$ cat src/rtl/aes_key_schedule_pkg.sv
// Shared types, constants and GF(2^8) helpers for the iterative AES key
// schedule. The S-box is computed algebraically (multiplicative inverse
// followed by the AES affine map) rather than stored as a table.
package aes_key_schedule_pkg;

   typedef logic [7:0]   byte_t;
   typedef logic [31:0]  word_t;
   typedef logic [127:0] block_t;

   typedef enum logic [1:0] {
      AES128 = 2'd0,
      AES192 = 2'd1,
      AES256 = 2'd2
   } key_len_e;

   typedef enum logic [1:0] {
      IDLE = 2'd0,
      GEN  = 2'd1,
      OUT  = 2'd2
   } state_e;

   localparam int NK_AES128 = 4;
   localparam int NK_AES192 = 6;
   localparam int NK_AES256 = 8;
   localparam int NR_AES128 = 10;
   localparam int NR_AES192 = 12;
   localparam int NR_AES256 = 14;

   function automatic key_len_e key_len_of(input int key_bits);
      case (key_bits)
         192:     return AES192;
         256:     return AES256;
         default: return AES128;
      endcase
   endfunction

   function automatic int nk_of(input key_len_e len);
      case (len)
         AES192:  return NK_AES192;
         AES256:  return NK_AES256;
         default: return NK_AES128;
      endcase
   endfunction

   function automatic int nr_of(input key_len_e len);
      case (len)
         AES192:  return NR_AES192;
         AES256:  return NR_AES256;
         default: return NR_AES128;
      endcase
   endfunction

   // Multiply by x in GF(2^8) modulo x^8+x^4+x^3+x+1.
   function automatic byte_t xtime(input byte_t b);
      return {b[6:0], 1'b0} ^ (b[7] ? 8'h1b : 8'h00);
   endfunction

   function automatic byte_t gf_mul(input byte_t a, input byte_t b);
      byte_t p;
      byte_t aa;
      p  = '0;
      aa = a;
      for (int k = 0; k < 8; k++) begin
         if (b[k]) p = p ^ aa;
         aa = xtime(aa);
      end
      return p;
   endfunction

   // a^254 == a^-1 for a != 0, and maps 0 to 0 as the S-box requires.
   function automatic byte_t gf_inv(input byte_t a);
      byte_t sq;
      byte_t acc;
      sq  = a;
      acc = 8'h01;
      for (int k = 1; k < 8; k++) begin
         sq  = gf_mul(sq, sq);
         acc = gf_mul(acc, sq);
      end
      return acc;
   endfunction

   function automatic byte_t aes_sbox(input byte_t a);
      byte_t v;
      v = gf_inv(a);
      return v ^ {v[6:0], v[7]} ^ {v[5:0], v[7:6]} ^ {v[4:0], v[7:5]}
               ^ {v[3:0], v[7:4]} ^ 8'h63;
   endfunction

   function automatic word_t sub_word(input word_t w);
      return {aes_sbox(w[31:24]), aes_sbox(w[23:16]),
              aes_sbox(w[15:8]),  aes_sbox(w[7:0])};
   endfunction

   function automatic word_t rot_word(input word_t w);
      return {w[23:0], w[31:24]};
   endfunction

endpackage

$ cat src/rtl/aes_key_schedule_if.sv
// Key-load and round-key stream bundle for aes_key_schedule.
//   i_key_valid/o_key_ready/i_key : cipher key handshake (word 0 in MSBs)
//   o_rk_valid/i_rk_ready         : round key stream with backpressure
//   o_round_key/o_round_idx/o_last: round key payload
//   i_flush                       : synchronous abort
//   o_busy                        : engine not idle
// master = key source / round-key consumer, slave = key schedule.
interface aes_key_schedule_if
   import aes_key_schedule_pkg::*;
#(
   parameter int KEY_BITS = 128
);
   logic                i_key_valid;
   logic                o_key_ready;
   logic [KEY_BITS-1:0] i_key;
   logic                o_rk_valid;
   logic                i_rk_ready;
   block_t              o_round_key;
   logic [3:0]          o_round_idx;
   logic                o_last;
   logic                i_flush;
   logic                o_busy;

   modport master (
      output i_key_valid, i_key, i_rk_ready, i_flush,
      input  o_key_ready, o_rk_valid, o_round_key, o_round_idx, o_last, o_busy
   );

   modport slave (
      input  i_key_valid, i_key, i_rk_ready, i_flush,
      output o_key_ready, o_rk_valid, o_round_key, o_round_idx, o_last, o_busy
   );
endinterface

$ cat src/rtl/aes_key_schedule_key_word_gen.sv
// Combinational next-word generator for the sliding-window key expansion.
//   old_i      : oldest window word W[i-NK]
//   new_i      : newest window word W[i-1]
//   rcon_i     : current round constant
//   idx_i      : word counter i
//   word_o     : W[i]
//   rcon_adv_o : W[i] consumed rcon, advance it
module aes_key_schedule_key_word_gen
   import aes_key_schedule_pkg::*;
#(
   parameter int NK = 4
) (
   input  word_t       old_i,
   input  word_t       new_i,
   input  byte_t       rcon_i,
   input  logic [5:0]  idx_i,
   output word_t       word_o,
   output logic        rcon_adv_o
);
   localparam logic [5:0] NK_W   = 6'(NK);
   localparam bit         IS_256 = (NK == 8);

   logic [5:0] i_mod;
   assign i_mod = idx_i % NK_W;

   // While i < NK the window simply recirculates the cipher key words.
   always_comb begin
      word_o     = old_i;
      rcon_adv_o = 1'b0;
      if (idx_i >= NK_W) begin
         if (i_mod == 6'd0) begin
            word_o     = old_i ^ sub_word(rot_word(new_i)) ^ {rcon_i, 24'h0};
            rcon_adv_o = 1'b1;
         end else if (IS_256 && (i_mod == 6'd4)) begin
            word_o = old_i ^ sub_word(new_i);
         end else begin
            word_o = old_i ^ new_i;
         end
      end
   end
endmodule

$ cat src/rtl/aes_key_schedule.sv
// Iterative AES-128/192/256 key schedule. Accepts one cipher key, produces
// one expanded word per cycle through an NK-word window and emits NR+1
// round keys as 128-bit blocks over a backpressured stream.
//   clock : system clock, rising edge
//   reset : asynchronous active-low reset
//   bus   : aes_key_schedule_if.slave (key load, round-key stream, flush)
//
// state | meaning
// IDLE  | waiting for a cipher key, o_key_ready high
// GEN   | generating one word per cycle into window and assembly register
// OUT   | round key presented, held until consumer accepts it
module aes_key_schedule
   import aes_key_schedule_pkg::*;
#(
   parameter int KEY_BITS = 128
) (
   input  logic                 clock,
   input  logic                 reset,
   aes_key_schedule_if.slave    bus
);
   localparam key_len_e   KEY_LEN  = key_len_of(KEY_BITS);
   localparam int         NK       = nk_of(KEY_LEN);
   localparam int         NR       = nr_of(KEY_LEN);
   localparam logic [3:0] LAST_IDX = 4'(NR);

   if ((KEY_BITS != 128) && (KEY_BITS != 192) && (KEY_BITS != 256)) begin : g_bad_key_bits
      $error("aes_key_schedule: KEY_BITS must be 128, 192 or 256");
   end

   state_e          state_q;
   word_t [NK-1:0]  win_q;      // [0] oldest, [NK-1] newest
   word_t [NK-1:0]  win_d;
   block_t          asm_q;
   block_t          asm_d;
   logic [5:0]      cnt_q;
   byte_t           rcon_q;
   logic [3:0]      rnd_q;
   logic            rk_valid_q;
   block_t          round_key_q;
   logic [3:0]      round_idx_q;
   logic            last_q;

   word_t           word_nxt;
   logic            rcon_adv;

   aes_key_schedule_key_word_gen #(
      .NK (NK)
   ) u_key_word_gen (
      .old_i      (win_q[0]),
      .new_i      (win_q[NK-1]),
      .rcon_i     (rcon_q),
      .idx_i      (cnt_q),
      .word_o     (word_nxt),
      .rcon_adv_o (rcon_adv)
   );

   assign win_d = {word_nxt, win_q[NK-1:1]};
   assign asm_d = {asm_q[95:0], word_nxt};

   always_ff @(posedge clock or negedge reset) begin
      if (!reset) begin
         state_q     <= IDLE;
         win_q       <= '0;
         asm_q       <= '0;
         cnt_q       <= '0;
         rcon_q      <= 8'h01;
         rnd_q       <= '0;
         rk_valid_q  <= 1'b0;
         round_key_q <= '0;
         round_idx_q <= '0;
         last_q      <= 1'b0;
      end else if (bus.i_flush) begin
         state_q    <= IDLE;
         rk_valid_q <= 1'b0;
         last_q     <= 1'b0;
      end else begin
         case (state_q)
            IDLE: begin
               if (bus.i_key_valid) begin
                  for (int k = 0; k < NK; k++) begin
                     win_q[k] <= bus.i_key[KEY_BITS-1-32*k -: 32];
                  end
                  cnt_q   <= '0;
                  rcon_q  <= 8'h01;
                  rnd_q   <= '0;
                  state_q <= GEN;
               end
            end
            GEN: begin
               win_q <= win_d;
               asm_q <= asm_d;
               cnt_q <= cnt_q + 6'd1;
               if (rcon_adv) rcon_q <= xtime(rcon_q);
               // Fourth word of a block completes a round key.
               if (cnt_q[1:0] == 2'b11) begin
                  round_key_q <= asm_d;
                  rk_valid_q  <= 1'b1;
                  round_idx_q <= rnd_q;
                  last_q      <= (rnd_q == LAST_IDX);
                  state_q     <= OUT;
               end
            end
            OUT: begin
               if (bus.i_rk_ready) begin
                  rk_valid_q <= 1'b0;
                  if (last_q) begin
                     last_q  <= 1'b0;
                     state_q <= IDLE;
                  end else begin
                     rnd_q   <= rnd_q + 4'd1;
                     state_q <= GEN;
                  end
               end
            end
            default: state_q <= IDLE;
         endcase
      end
   end

   assign bus.o_key_ready = (state_q == IDLE);
   assign bus.o_busy      = (state_q != IDLE);
   assign bus.o_rk_valid  = rk_valid_q;
   assign bus.o_round_key = round_key_q;
   assign bus.o_round_idx = round_idx_q;
   assign bus.o_last      = last_q;
endmodule

$ cat src/flat_wrapper.sv
// flat-port wrapper written by rule: the top's interface ports become plain ports
module aes_key_schedule_flat import aes_key_schedule_pkg::*;
#(
   parameter int KEY_BITS = 128
)
  (clock, reset, bus_i_key_valid, bus_i_key, bus_i_rk_ready, bus_i_flush, bus_o_key_ready, bus_o_rk_valid, bus_o_round_key, bus_o_round_idx, bus_o_last, bus_o_busy);
  aes_key_schedule_if #(.KEY_BITS(KEY_BITS)) bus_i ();
  input  logic clock;
  input  logic reset;
  input wire logic [$bits(bus_i.i_key_valid)-1:0] bus_i_key_valid;
  input wire logic [$bits(bus_i.i_key)-1:0] bus_i_key;
  input wire logic [$bits(bus_i.i_rk_ready)-1:0] bus_i_rk_ready;
  input wire logic [$bits(bus_i.i_flush)-1:0] bus_i_flush;
  output wire logic [$bits(bus_i.o_key_ready)-1:0] bus_o_key_ready;
  output wire logic [$bits(bus_i.o_rk_valid)-1:0] bus_o_rk_valid;
  output wire logic [$bits(bus_i.o_round_key)-1:0] bus_o_round_key;
  output wire logic [$bits(bus_i.o_round_idx)-1:0] bus_o_round_idx;
  output wire logic [$bits(bus_i.o_last)-1:0] bus_o_last;
  output wire logic [$bits(bus_i.o_busy)-1:0] bus_o_busy;
  assign bus_i.i_key_valid = bus_i_key_valid;
  assign bus_i.i_key = bus_i_key;
  assign bus_i.i_rk_ready = bus_i_rk_ready;
  assign bus_i.i_flush = bus_i_flush;
  assign bus_o_key_ready = bus_i.o_key_ready;
  assign bus_o_rk_valid = bus_i.o_rk_valid;
  assign bus_o_round_key = bus_i.o_round_key;
  assign bus_o_round_idx = bus_i.o_round_idx;
  assign bus_o_last = bus_i.o_last;
  assign bus_o_busy = bus_i.o_busy;
  aes_key_schedule #(.KEY_BITS(KEY_BITS)) u_core (.clock(clock), .reset(reset), .bus(bus_i));
endmodule
$ cat config.mk
export PLATFORM = sky130hd
export DESIGN_NAME = aes_key_schedule_flat
export DESIGN_NICKNAME = d
export VERILOG_FILES = /design/src/rtl/aes_key_schedule_pkg.sv /design/src/rtl/aes_key_schedule_if.sv /design/src/rtl/aes_key_schedule_key_word_gen.sv /design/src/rtl/aes_key_schedule.sv /design/src/flat_wrapper.sv
export SDC_FILE = /design/constraint.sdc
export NUM_CORES = 2
export LEC_CHECK = 0
export ABC_CLOCK_PERIOD_IN_PS = 19600
export BUFFER_PORTS_ARGS = -buffer_cell sky130_fd_sc_hd__clkbuf_2
export CORE_AREA = 2 2 348 350
export CTS_CLUSTER_SIZE = 40
export DETAILED_ROUTE_END_ITERATION = 8
export DIE_AREA = 0 0 350 352
export PLACE_DENSITY = 0.74
export SLEW_MARGIN = 20
export SYNTH_ARGS = -nofsm -noshare
export SYNTH_HDL_FRONTEND = slang
export SYNTH_SLANG_ARGS = --single-unit
$ cat constraint.sdc
create_clock -name clock -period 19.6 [get_ports clock]
set_input_delay 3.92 -clock clock [delete_from_list [all_inputs] [get_ports clock]]
set_output_delay 3.92 -clock clock [all_outputs]
set_load 0.02 [all_outputs]
# ---- After elaboration in Yosys (flattened, before gate mapping)
# Index checks and enable logic that the tools add are counted.
dict set report totals {
  word_cells 2558
  register_bits 378
  output_inout_bits 136
  inputBits 133
}
dict set report classes {
  reduce_logical 13
  n_lt_le_gt_ge 1
  mux 1737
  add_sub_neg 2
  eq_ne 11
  n_bitwise 781
}
# operator count
set op_table {}
lappend op_table {{$mux W8} 1318}
lappend op_table {{$xor A8 B8 Y8} 381}
lappend op_table {{$xor A8 B5 Y8} 364}
lappend op_table {{$mux W5} 369}
lappend op_table {{$pmux W128 S2} 1}
lappend op_table {{$mux W128} 1}
lappend op_table {{$xor A32 B32 Y32} 3}
lappend op_table {{$mux W32} 2}
lappend op_table {{$mux W6} 5}
lappend op_table {{$not A1 Y1} 29}
lappend op_table {{$mux W4} 7}
lappend op_table {{$mux W7} 4}
lappend op_table {{$mux W2} 8}
lappend op_table {{$not A4 Y4} 4}
lappend op_table {{$pmux W8 S2} 1}
lappend op_table {{$mux W1} 12}
lappend op_table {{$mux W3} 4}
lappend op_table {{$pmux W6 S2} 1}
lappend op_table {{$reduce_and A3 Y1} 4}
lappend op_table {{$pmux W4 S2} 1}
lappend op_table {{$add A6 B1 Y6 const B} 1}
lappend op_table {{$ge A6 B3 Y1 const B} 1}
lappend op_table {{$logic_not A6 Y1} 1}
lappend op_table {{$ne A2 B2 Y1 const B} 3}
lappend op_table {{other kinds (15)} 20}

# ---- Longest topological paths before layout
dict set report depth {
  word_depth 258
  ltp_mapped 65
  ltp_nobuf 55
}

# ---- Modules after synthesis
# From an unflattened synthesis, not the netlist that was laid out.
dict set report hier_totals {
  hier_cells 8997
  area_unflattened_um2 73207.7
}
# mod n_inst cells_each area_each_um2 seq_area_each_um2
set by_module_without_submodules {}
lappend by_module_without_submodules {aes_key_schedule_key_word_gen 1 7827 57562.7 0.0}
lappend by_module_without_submodules {aes_key_schedule 1 1170 15645.0 9460.3}

# ---- Worst setup path before layout
# No wires, ideal clock.
dict set report synth_timing {
  path_type {reg-to-reg}
  startpoint {register u_core.win_q (netlist bit u_core.win_d[64])}
  endpoint {register u_core.win_q (netlist bit u_core.win_d[73])}
  setup_slack_ns 4.700
  path_stages_with_launch 62
  arrival_ns 14.768
  path_buffers 12
  required_time_ns 19.468
  setup_time_ns 0.132
  synth_period_minus_slack_ns 14.900
  path_cell_list {dfrtp_1 ha_1 buf_2 nand2_1 xor2_1 inv_1 clkbuf_1 clkbuf_1 clkbuf_1 ha_1 xnor3_1 clkbuf_1 nand2_1 xnor2_1 xnor2_1 xor2_1 buf_2 buf_1 [... 26 more ...] mux4_2 xnor2_1 mux2i_1 xor2_1 clkbuf_1 a2111oi_0 a2111oi_0 o22ai_1 xor3_1 xnor2_1 xor2_1 xor2_1 xnor2_1 nor2_1 o21ai_1 xor2_1 o2bb2ai_1 o21ai_1}
}
dict set report synth_via {
  elab_chain_len 258
  elab_cells_between_ends 612
  cone_classes {mux: 423; bitwise: 189}
}
# item line
set synth_lines {}
lappend synth_lines {{start: declaration} aes_key_schedule.sv:31} ;# word_t [NK-1:0] win_q;
lappend synth_lines {{start signal: indexed assignment} aes_key_schedule.sv:81} ;# win_q[k] <= bus.i_key[KEY_BITS-1-32*k -: 32];
lappend synth_lines {{start signal: assignment} aes_key_schedule.sv:90} ;# win_q <= win_d;
lappend synth_lines {{$mux W8} aes_key_schedule_pkg.sv:64} ;# if (b[k]) p = p ^ aa;
lappend synth_lines {{$mux W8} aes_key_schedule_key_word_gen.sv:31} ;# if (i_mod == 6'd0) begin
lappend synth_lines {{$mux W8} aes_key_schedule_key_word_gen.sv:30} ;# if (idx_i >= NK_W) begin
lappend synth_lines {{$xor A8 B8 Y8} aes_key_schedule_pkg.sv:64}
lappend synth_lines {{$mux W8} aes_key_schedule_pkg.sv:64}
lappend synth_lines {{$mux W8} aes_key_schedule_key_word_gen.sv:31}
lappend synth_lines {{$mux W8} aes_key_schedule_key_word_gen.sv:30}
lappend synth_lines {{$xor A8 B8 Y8} aes_key_schedule_pkg.sv:64}
lappend synth_lines {{[... 239 more ...]} -}
lappend synth_lines {{$mux W8 (*)} aes_key_schedule_key_word_gen.sv:30}
lappend synth_lines {{$xor A8 B8 Y8 (3 in series)} aes_key_schedule_pkg.sv:86} ;# return v ^ {v[6:0], v[7]} ^ {v[5:0], v[7:6]} ^ {v[4:0], v[7:5]}
lappend synth_lines {{$xor A8 B8 Y8 (*)} aes_key_schedule_pkg.sv:87} ;# ^ {v[3:0], v[7:4]} ^ 8'h63;
lappend synth_lines {{$not A4 Y4 (no line) (*)} -}
lappend synth_lines {{$xor A32 B32 Y32 (*) (2 in series)} aes_key_schedule_key_word_gen.sv:32} ;# word_o = old_i ^ sub_word(rot_word(new_i)) ^ {rcon_i, 24'h0};
lappend synth_lines {{$mux W32 (*)} aes_key_schedule_key_word_gen.sv:31}
lappend synth_lines {{$mux W32 (*)} aes_key_schedule_key_word_gen.sv:30}
lappend synth_lines {{$pmux W128 S2 (*)} aes_key_schedule.sv:77} ;# case (state_q)
# Mark *: on every way between the ends. The rest lies on a longest branch, timed or not. The select of a mux whose other input is x is not followed.
# A chain may end at the register's enable or synchronous reset.

# ---- Worst setup path after layout
dict set report layout_timing {
  startpoint {register u_core.win_q (netlist bit u_core.win_d[70])}
  endpoint {register u_core.win_q (netlist bit u_core.win_d[73])}
}
dict set report layout_via {
  elab_chain_len 255
  elab_cells_between_ends 615
  cone_classes {mux: 426; bitwise: 189}
}
# item line
set layout_lines {}
lappend layout_lines {{$xor A8 B5 Y8 or $mux W8 (tied branches)} {aes_key_schedule_pkg.sv:55, aes_key_schedule_pkg.sv:64}}
lappend layout_lines {{$xor A8 B8 Y8 or $mux W8 (tied branches)} {aes_key_schedule_pkg.sv:64, aes_key_schedule_key_word_gen.sv:31}}
lappend layout_lines {{$mux W8, on equally long branches} {aes_key_schedule_pkg.sv:64, aes_key_schedule_key_word_gen.sv:30}}
lappend layout_lines {{$mux W8 or $xor A8 B8 Y8 (tied branches)} {aes_key_schedule_key_word_gen.sv:31, aes_key_schedule_pkg.sv:64}}
lappend layout_lines {{$mux W8, on equally long branches} {aes_key_schedule_key_word_gen.sv:30, aes_key_schedule_pkg.sv:64}}
lappend layout_lines {{$xor A8 B8 Y8 or $mux W8 (tied branches)} {aes_key_schedule_pkg.sv:64, aes_key_schedule_key_word_gen.sv:31}}
lappend layout_lines {{$mux W8, on equally long branches} {aes_key_schedule_pkg.sv:64, aes_key_schedule_key_word_gen.sv:30}}
lappend layout_lines {{$mux W8 or $xor A8 B8 Y8 (tied branches)} {aes_key_schedule_key_word_gen.sv:31, aes_key_schedule_pkg.sv:64}}
lappend layout_lines {{[... 236 more ...]} -}
lappend layout_lines {{$mux W8 (*)} aes_key_schedule_key_word_gen.sv:30}
lappend layout_lines {{$xor A8 B8 Y8 (3 in series)} aes_key_schedule_pkg.sv:86}
lappend layout_lines {{$xor A8 B8 Y8 (*)} aes_key_schedule_pkg.sv:87}
lappend layout_lines {{$not A4 Y4 (no line) (*)} -}
lappend layout_lines {{$xor A32 B32 Y32 (*) (2 in series)} aes_key_schedule_key_word_gen.sv:32}
lappend layout_lines {{$mux W32 (*)} aes_key_schedule_key_word_gen.sv:31}
lappend layout_lines {{$mux W32 (*)} aes_key_schedule_key_word_gen.sv:30}
lappend layout_lines {{$pmux W128 S2 (*)} aes_key_schedule.sv:77}
# Marked as above.

==> flow_summary_export.csv <==
group,metric,value,unit
timing,period_share,94.0,%
outcome,violations,"design-rule violations",
routing,post_drt_via_cell_ratio,6.20,
timing,rsz0062_at_grt,"no",
clocking,cts_buffers,35,
synthesis,ys_seq_elements,378,
setup_path,crit_fanout,23,
final_layout,layout.nets,9044,
clocking,cts_tree,"yes",
routing,wl_per_cell,20.5,µm
synthesis,synth.most_common_cell,"xnor2_1",
synthesis,synth_cell_type_count,113,
setup_path,worstSetupPathType,"reg -> reg",
setup_path,cpMostUsedCell,"xnor2_1",
setup_path,slowest_stage,"dfrtp_1",
routing,drc,2,
global_route,grt_first_pass_wirelength,342000,µm
final_layout,drive_gt1_share,11.4,%
synthesis,synth_fp_nets,9110,
synthesis,synth_common_cells,"xnor2_1 (1465), nor2_1 (1311), nand2_1 (1244), xnor3_1 (420), clkbuf_1 (406)",
global_route,grt-ovfl-total,0,
routing,drt_first_pass_iters,9,
place,port-buffer-count,268,
setup_path,crit_family,"XOR/XNOR gates",
setup_path,cp.required,20.02,ns
clocking,cts_root_buf,"clkbuf_16",
routing,routed_wl,217000,µm
setup_path,cp_num_buf_inv,5,
job,max_cap_viol_count,0,
synthesis,synth-async-reset-ratio,100,%
clocking,ctsHoldBuffers,0,
setup_path,end_kind,"flop",
clocking,htree_levels,2,
timing,relSlewSlack,26.5,%
die,row_count,127,
die,core_area,119000,µm²
die,die_y,352,µm
timing,drv_slew,0,
synthesis,yosys.area.top_type_share,18.0,%
global_route,antenna_found_initial,20,
routing,vias,65390,
setup_path,cpPeakStageDelay,1.07,ns
global_route,grt_pass1_vias,61091,
timing,tightestPinTransition,1.10,ns
clocking,cts_sinks,378,
die,ios,269,
synthesis,synth_flop_cell,"dfrtp_1",
setup_path,cp_data_arrival_time,18.84,ns
routing,ant_nets,0,
timing,hold_viol_final,0,
min_path,hp-class,"reg -> reg",
place,dp_hpwl,158000,µm
synthesis,yosys_warnings,0,
timing,max_freq,54.3,MHz
final_layout,syn2layout_area_growth,5.96,%
die,die-area,123000,µm²
synthesis,synth_top_area_cell,"xnor2_1",
synthesis,synth_cells,8954,
clocking,clkSlewWorstSetupHoldPaths,0.07,ns
synthesis,ys_seq_area_share,13.3,%
die,start_util,59.7,%
timing,finalSetupViolations,0,
synthesis,synth_edf_count,0,
timing,fin_worst_skew,0.0219,ns
synthesis,synth_area_per_cell,7.95,µm²
synthesis,syn_area,71200,µm²
outcome,status,"finished, violations left",
synthesis,ys_top_cells_by_area,"xnor2_1 (18%), xnor3_1 (13%), dfrtp_1 (13%)",
place,gp_congestion,0.933,
clocking,postCtsSetupBuffers,0,
clocking,clockBufferDepth,3,
die,die-width,350,µm
timing,tns,0,ns
routing,drtIter0Drc,7178,
clocking,clk_latency,0.57,ns
timing,post-route-min-period,18.42,ns
global_route,track_usage,33.8,%
setup_path,critPathLaunchType,"flop",
global_route,grt_start_max_net_pins,149,
[final timing paths]
kind                                              start                                       to  slack [ns]  depth (start not counted)
setup reg to reg           u_core.win_d[70]$_DFFE_PN0P_             u_core.win_d[73]$_DFFE_PN0P_        1.18                         52
max in group asynchronous                         reset              u_core.win_d[9]$_DFFE_PN0P_       13.98                          3
setup / recovery           u_core.win_d[70]$_DFFE_PN0P_             u_core.win_d[73]$_DFFE_PN0P_        1.18                         52
hold reg to reg            u_core.asm_q[80]$_DFFE_PN0P_             u_core.asm_q[80]$_DFFE_PN0P_        0.48                          2
hold / removal             u_core.asm_q[80]$_DFFE_PN0P_             u_core.asm_q[80]$_DFFE_PN0P_        0.48                          2
min in group asynchronous                         reset  u_core.bus.o_round_key[123]$_DFFE_PN0P_        3.35                          1
[per-stage QoR]
stage / cells / utilization, % / cell area, µm² / setup slack (ns) / hold WS (ns)
2_1_floorplan: 8954 / - / 71200 / 4.70 / 0.442
3_3_place_gp: 10463 / 62.2 / 74200 / 1.16 / 0.454
3_5_place_dp: 10463 / 62.2 / 74200 / 0.876 / 0.459
4_1_cts: 10525 / 63.1 / 75400 / 0.803 / 0.475
5_1_grt: 10542 / 63.2 / 75400 / 0.0335 / 0.500
6_report: 10544 / 63.2 / 75400 / 1.18 / 0.476
[sequential cells by signal, indices dropped and copies added (netlist names)]
name,count
u_core.win_q,32
u_core.rnd_q,4
u_core.bus.o_round_key,128
u_core.bus.o_last,1
u_core.bus.o_rk_valid,1
u_core.asm_q,96
u_core.state_q,2
u_core.rcon_q,8
u_core.cnt_q,6
u_core.win_d,96
u_core.bus.o_round_idx,4
[tightest hold or removal path, cell delays in order, from the launching register on]
cell	delay [ns]
dfrtp_1	0.34
nand2_1	0.05
nand2_1	0.05
[layout by cell type (no fill, tap or decap), drive strengths merged, types with 252 or more instances in the layout]
cell type,Yosys,routed
xnor2,1548,1548
nor2,1316,1316
nand2,1246,1246
xnor3,444,444
o21ai,438,438
xor2,424,424
a21oi,390,390
dfrtp,377,377
clkbuf,406,310
buf,216,252
[layout make-up]
cell class / count / area (µm²)
antenna: 19 / 47.5
multi-input combinational: 7839 / 59100
clock buffer: 43 / 926
clock inverter: 19 / 201
fill: 10282 / 43900
sequential: 378 / 9460
inverter: 115 / 432
tap: 1612 / 2020
timing repair buffer: 519 / 3250
[cell families after synthesis]
kind of cell    count (synthesis)  share of synthesized area (%)
fa+ha+maj                      28                          0.475
flops                         378                           13.3
xor+xnor                     2473                           41.7
buf+inv                       737                           4.33
compound gates               1703                           15.4
simple gates                 3266                           19.3
mux                           369                           5.50
[layer usage]
layer  global-route usage (%)  vias up  part of all wire (%)
met5                        0        -                0.0060
li1                         -    30490                     -
met1                     45.6    31350                    41
met2                     55.1     3019                    47
met3                     4.21      529                   7.8
met4                     12.7        2                   4.0
[repair_timing]
item / CTS / global route
setup endpoints to repair: 0 / 18
gates resized for setup: 0 / 4
endpoints found under the hold margin: 0 / 0
Power is not shown: default switching activity piles up to over one toggle a cycle in this logic, so the estimate is an artifact.
